--- config.mk ---
export PLATFORM = sky130hd
export DESIGN_NAME = serial_adder
export DESIGN_NICKNAME = d
export VERILOG_FILES = /design/src/rtl/serial_adder.sv
export SDC_FILE = /design/constraint.sdc
export NUM_CORES = 1
export LEC_CHECK = 0
export ABC_CLOCK_PERIOD_IN_PS = 2440
export BUFFER_PORTS_ARGS = -buffer_cell sky130_fd_sc_hd__buf_2
export CELL_PAD_IN_SITES_DETAIL_PLACEMENT = 0
export CELL_PAD_IN_SITES_GLOBAL_PLACEMENT = 1
export CORE_ASPECT_RATIO = 1.2
export CORE_MARGIN = 4
export CORE_UTILIZATION = 42
export CTS_BUF_LIST = sky130_fd_sc_hd__clkbuf_8 sky130_fd_sc_hd__clkbuf_16
export CTS_CLUSTER_DIAMETER = 60
export CTS_CLUSTER_SIZE = 12
export DETAILED_ROUTE_END_ITERATION = 8
export GPL_ROUTABILITY_DRIVEN = 0
export PLACE_DENSITY = 0.79
export SYNTH_ARGS = -nofsm -noshare
export SYNTH_HDL_FRONTEND = slang
export SYNTH_SLANG_ARGS = --single-unit
--- constraint.sdc ---
create_clock -name clk -period 2.44 [get_ports clk]
set_input_delay 0.488 -clock clk [delete_from_list [all_inputs] [get_ports clk]]
set_output_delay 0.488 -clock clk [all_outputs]
set_load 0.01 [all_outputs]
--- src/rtl/serial_adder.sv ---
// serial_adder: bit-serial unsigned adder with a valid/ready handshake on both
// sides. Operands are captured in IDLE. RUN adds one bit per cycle, LSB first,
// for WIDTH cycles. The result is then held in DONE until the consumer takes it.
// Optional build macro: SERIAL_ADDER_OVF_EN adds a registered two's-complement
// overflow output 'ovf' that is valid together with out_valid.
module serial_adder #(
  parameter int WIDTH = 8
) (
  input  logic             clk,
  input  logic             rst_n,
  input  logic             in_valid,
  output logic             in_ready,
  input  logic [WIDTH-1:0] a,
  input  logic [WIDTH-1:0] b,
  input  logic             cin,
  output logic             out_valid,
  input  logic             out_ready,
  output logic [WIDTH-1:0] sum,
`ifdef SERIAL_ADDER_OVF_EN
  output logic             ovf,
`endif
  output logic             cout
);

  // The counter only has to reach WIDTH-1, so WIDTH=1 still gets a one-bit counter.
  localparam int CNT_W = (WIDTH > 1) ? $clog2(WIDTH) : 1;
  localparam logic [CNT_W-1:0] CNT_LAST = CNT_W'(WIDTH - 1);
  localparam logic [CNT_W-1:0] CNT_ONE  = CNT_W'(1);

  // Explicit two-bit encoding; the spare code 2'b11 falls back to IDLE.
  localparam logic [1:0] IDLE = 2'd0;
  localparam logic [1:0] RUN  = 2'd1;
  localparam logic [1:0] DONE = 2'd2;

  logic [1:0]       state_q,  state_d;
  logic [WIDTH-1:0] shiftA_q, shiftA_d;
  logic [WIDTH-1:0] shiftB_q, shiftB_d;
  logic [WIDTH-1:0] sum_q,    sum_d;
  logic             carry_q,  carry_d;
  logic             cout_q,   cout_d;
  logic [CNT_W-1:0] count_q,  count_d;
`ifdef SERIAL_ADDER_OVF_EN
  logic             ovf_q,    ovf_d;
`endif

  logic bitA;
  logic bitB;
  logic halfSum;
  logic halfCarry;
  logic sumBit;
  logic fullCarry;
  logic lastBit;
  logic acceptIn;
  logic releaseOut;

  // One full-adder slice built from two half-adder stages and an OR.
  always_comb begin
    bitA      = shiftA_q[0];
    bitB      = shiftB_q[0];
    halfSum   = bitA ^ bitB;
    halfCarry = bitA & bitB;
    sumBit    = halfSum ^ carry_q;
    fullCarry = halfCarry | (carry_q & halfSum);
    lastBit   = (count_q == CNT_LAST);
  end

  // The handshakes decode straight from the state register.
  always_comb begin
    in_ready   = (state_q == IDLE);
    out_valid  = (state_q == DONE);
    acceptIn   = in_ready & in_valid;
    releaseOut = out_valid & out_ready;
  end

  // Next-state logic for the controller. Inputs are ignored when their state is not active.
  always_comb begin
    state_d = IDLE;
    case (state_q)
      IDLE: state_d = acceptIn ? RUN : IDLE;
      RUN:  state_d = lastBit ? DONE : RUN;
      DONE: state_d = releaseOut ? IDLE : DONE;
      default: state_d = IDLE;
    endcase
  end

  // Datapath next values: load on accept, then shift and add one bit each RUN cycle.
  always_comb begin
    shiftA_d = shiftA_q;
    shiftB_d = shiftB_q;
    sum_d    = sum_q;
    carry_d  = carry_q;
    cout_d   = cout_q;
    count_d  = count_q;
`ifdef SERIAL_ADDER_OVF_EN
    ovf_d    = ovf_q;
`endif
    case (state_q)
      IDLE: begin
        if (acceptIn) begin
          shiftA_d = a;
          shiftB_d = b;
          carry_d  = cin;
          count_d  = '0;
        end
      end
      RUN: begin
        shiftA_d = shiftA_q >> 1;
        shiftB_d = shiftB_q >> 1;
        sum_d    = sum_q >> 1;
        sum_d[WIDTH-1] = sumBit;
        carry_d  = fullCarry;
        count_d  = count_q + CNT_ONE;
        if (lastBit) begin
          cout_d = fullCarry;
`ifdef SERIAL_ADDER_OVF_EN
          // On the last slice, carry_q is the carry into the sign bit.
          ovf_d  = carry_q ^ fullCarry;
`endif
        end
      end
      default: begin
      end
    endcase
  end

  // Controller state register with synchronous active-low reset.
  always_ff @(posedge clk) begin
    if (!rst_n) begin
      state_q <= IDLE;
    end else begin
      state_q <= state_d;
    end
  end

  // Datapath registers. Reset clears them all, so an aborted add leaves nothing behind.
  always_ff @(posedge clk) begin
    if (!rst_n) begin
      shiftA_q <= '0;
      shiftB_q <= '0;
      sum_q    <= '0;
      carry_q  <= 1'b0;
      cout_q   <= 1'b0;
      count_q  <= '0;
    end else begin
      shiftA_q <= shiftA_d;
      shiftB_q <= shiftB_d;
      sum_q    <= sum_d;
      carry_q  <= carry_d;
      cout_q   <= cout_d;
      count_q  <= count_d;
    end
  end

`ifdef SERIAL_ADDER_OVF_EN
  // Overflow flag register, cleared by reset like the rest of the result.
  always_ff @(posedge clk) begin
    if (!rst_n) begin
      ovf_q <= 1'b0;
    end else begin
      ovf_q <= ovf_d;
    end
  end

  assign ovf = ovf_q;
`endif

  assign sum  = sum_q;
  assign cout = cout_q;

endmodule

==> key figures <==
Critical path
  – Worst Setup Start Kind: register
  – CP arrival: 1.46 ns
  – Crit-path max FO: 22
  – CP required: 1.95 ns
  – Setup crit end kind: output pin
  – Critical path class: register to output pin

Finish
  – Share of layout cells above drive strength 1: 23.73%
  – Diode count: 0
  – Nets: 200
  – Number of fill cells: 319
  – Layout area overhead: 19.34%
  – Commonest non-fill, non-tap cells in the layout: dfxtp_1, buf_2, nand2_1, mux2i_1, o211ai_1

Drt
  – DR pass1 iterations: 4
  – Met2 wire len: 1333 microns
  – Via count: 1108
  – Remaining DRCs: 0
  – Antenna-violating nets left: 0
  – DRT Wirelength: 2766 microns
  – Vias/cell: 5.202
  – Routed len/inst: 12.99 microns
  – Starting DRC count in detailed routing: 36
  – Top Layer Used: met4
  – Metal3 WL: 189 microns
  – Wl on met1: 1186 microns

Timing
  – Slew @ Worst Pin: 0.7143 ns
  – Final hold slack: 0.4637 ns
  – FMAX: 512.3 MHz
  – Finish-stage setup viols: 0
  – Max_slew headroom: 52.31%
  – Unrepaired setup endpoints after global routing: false
  – Final Hold Viols: 0
  – Tcrit/Tclk final: 80.00%
  – Tmin final: 1.952 ns
  – Max Slew Vio Count: 0
  – Setup TNS Final: 0 ns
  – Clock skew: 0.003625 ns

Clock tree
  – H-tree Lvls: 2
  – Hold_buf cts: 0
  – Post-CTS setup buffers: 0
  – Total CTS buffers: 5
  – Worst skew pair latency: 0.28 ns
  – Clock root buffer: clkbuf_8
  – CTS tree: yes
  – Clock slew at reported path FFs: 0.06 ns
  – Resized Gates After CTS: 0
  – Longest Clk Path Bufs: 2
  – Clock sink count: 31

Yosys
  – Largest cells by area after synthesis: dfxtp_1, mux2i_1, o211ai_1
  – Seq/Total Area, Yosys: 45.67%
  – Yosys top cell by area: dfxtp_1
  – Avg Cell Area, Syn: 9.244 sq um
  – Synthesized instance count: 147
  – Yosys cell types: 26
  – Synth top area share: 45.67%
  – Post-Syn Area: 1359 sq um
  – Yosys synthesis warning count: 0
  – #FFs+latches synth: 31
  – Synthesized net count: 171

Global route
  – Initial antenna violation count: 0
  – Largest net degree at the start of global routing: 23
  – Tot GR Track Use: 14.60%
  – First-pass GRT wire length: 4629 microns
  – GRT overflow: 0
  – Vias in the first global route: 1065

Power
  – Pwr dens: 673.5 nW/um^2
  – Worst vdd ir: 384.1 uV
  – Pleak: 0.6790 nW

Hold path
  – Worst min path class: register to register

Die
  – IO Pins: 32
  – Die H: 70.31 microns
  – Core ar.: 3083 sq um
  – Die width: 59.93 microns
  – Row count: 22
  – Initial cell density of the core: 44.07%
  – Die ar.: 4213 sq um

Run status
  – Status: completed

Placement
  – HPWL Detailed: 1950 microns
  – # port buffers: 31

Flow run
  – Max_cap viols: 0
==> registers in the layout (all words and copies together) (netlist names) <==
name / cells
shiftA_q: 8
shiftB_q: 8
sum: 8
count_q: 3
cout: 1
state_q: 2
carry_q: 1
==> final timing paths <==
kind | start | to | slack [ns] | depth (start not counted)
max | state_q[1] | out_valid | 0.49 | 2
max reg2reg | state_q[1] | cout | 0.84 | 2
min reg2reg | count_q[2] | count_q[2] | 0.46 | 2
min | count_q[2] | count_q[2] | 0.46 | 2
==> metal layers <==
layer,vias to the layer above,GRT usage (%)
li1,577,-
met1,494,17.10
met2,30,23.20
met3,7,5.176
met4,0,6.650
met5,-,0
==> stage by stage <==
step                area (sq um)  utilization [%]  setup slack [ns]  total power, mW  instances
finish                      1622            52.60            0.4881            1.092        213
global placement            1521            49.35            0.8110           0.6651        205
CTS                         1622            52.60            0.4783            1.107        213
floorplan                   1359                -             1.094           0.6340        147
global route                1622            52.60            0.4015            1.142        213
detailed placement          1521            49.35            0.7984           0.6696        205
==> synthesized netlist by cell type <==
master / count
o21ai_0: 8
nor3b_1: 1
o21ai_1: 10
or3b_4: 1
a21oi_1: 1
dfxtp_1: 31
and2b_1: 1
buf_1: 4
mux2i_1: 16
ha_1: 2
nor2_1: 3
nand3b_1: 1
a21boi_0: 8
a22oi_1: 1
fa_1: 1
nand2b_1: 1
a41o_1: 1
nand3_1: 2
o211ai_1: 15
buf_2: 3
clkbuf_1: 2
nand2_1: 25
nor2b_1: 2
o22ai_1: 2
inv_1: 2
buf_4: 3
==> cell type report <==
cell class | instances | area (sq um) | area share (%)
clock inverter | 1 | 3.754 | 0.2315
sequential | 31 | 620.6 | 38.27
timing repair buffer | 34 | 177.7 | 10.96
tap | 36 | 45.04 | 2.778
clock buffer | 7 | 96.34 | 5.941
multi-input combinational | 102 | 670.6 | 41.36
inverter | 2 | 7.507 | 0.4630
==> worst max-delay path: stages (launching register included) <==
cell and delay, ns:
dfxtp_1 0.78, nor2b_1 0.25, buf_2 0.15
==> cells by family after synthesis <==
| kind of cell | Yosys count | synth area share, % |
|---|---|---|
| adders and majority gates | 3 | 3.315 |
| AOI/OAI and AO/OA | 46 | 21.92 |
| muxes | 16 | 11.79 |
| DFF | 31 | 45.67 |
| buffers and inverters | 14 | 4.972 |
| and+or+nand+nor | 37 | 12.34 |
==> where the power goes <==
group	switching, mW	leakage [nW]	internal [mW]	total, mW
Clock	0.183	0.0557	0.253	0.435
Combinational	0.0593	0.370	0.0502	0.110
Sequential	0.0155	0.253	0.532	0.547
Total	0.257	0.679	0.835	1.09
Note: power is estimated with default switching activity, not from simulation.
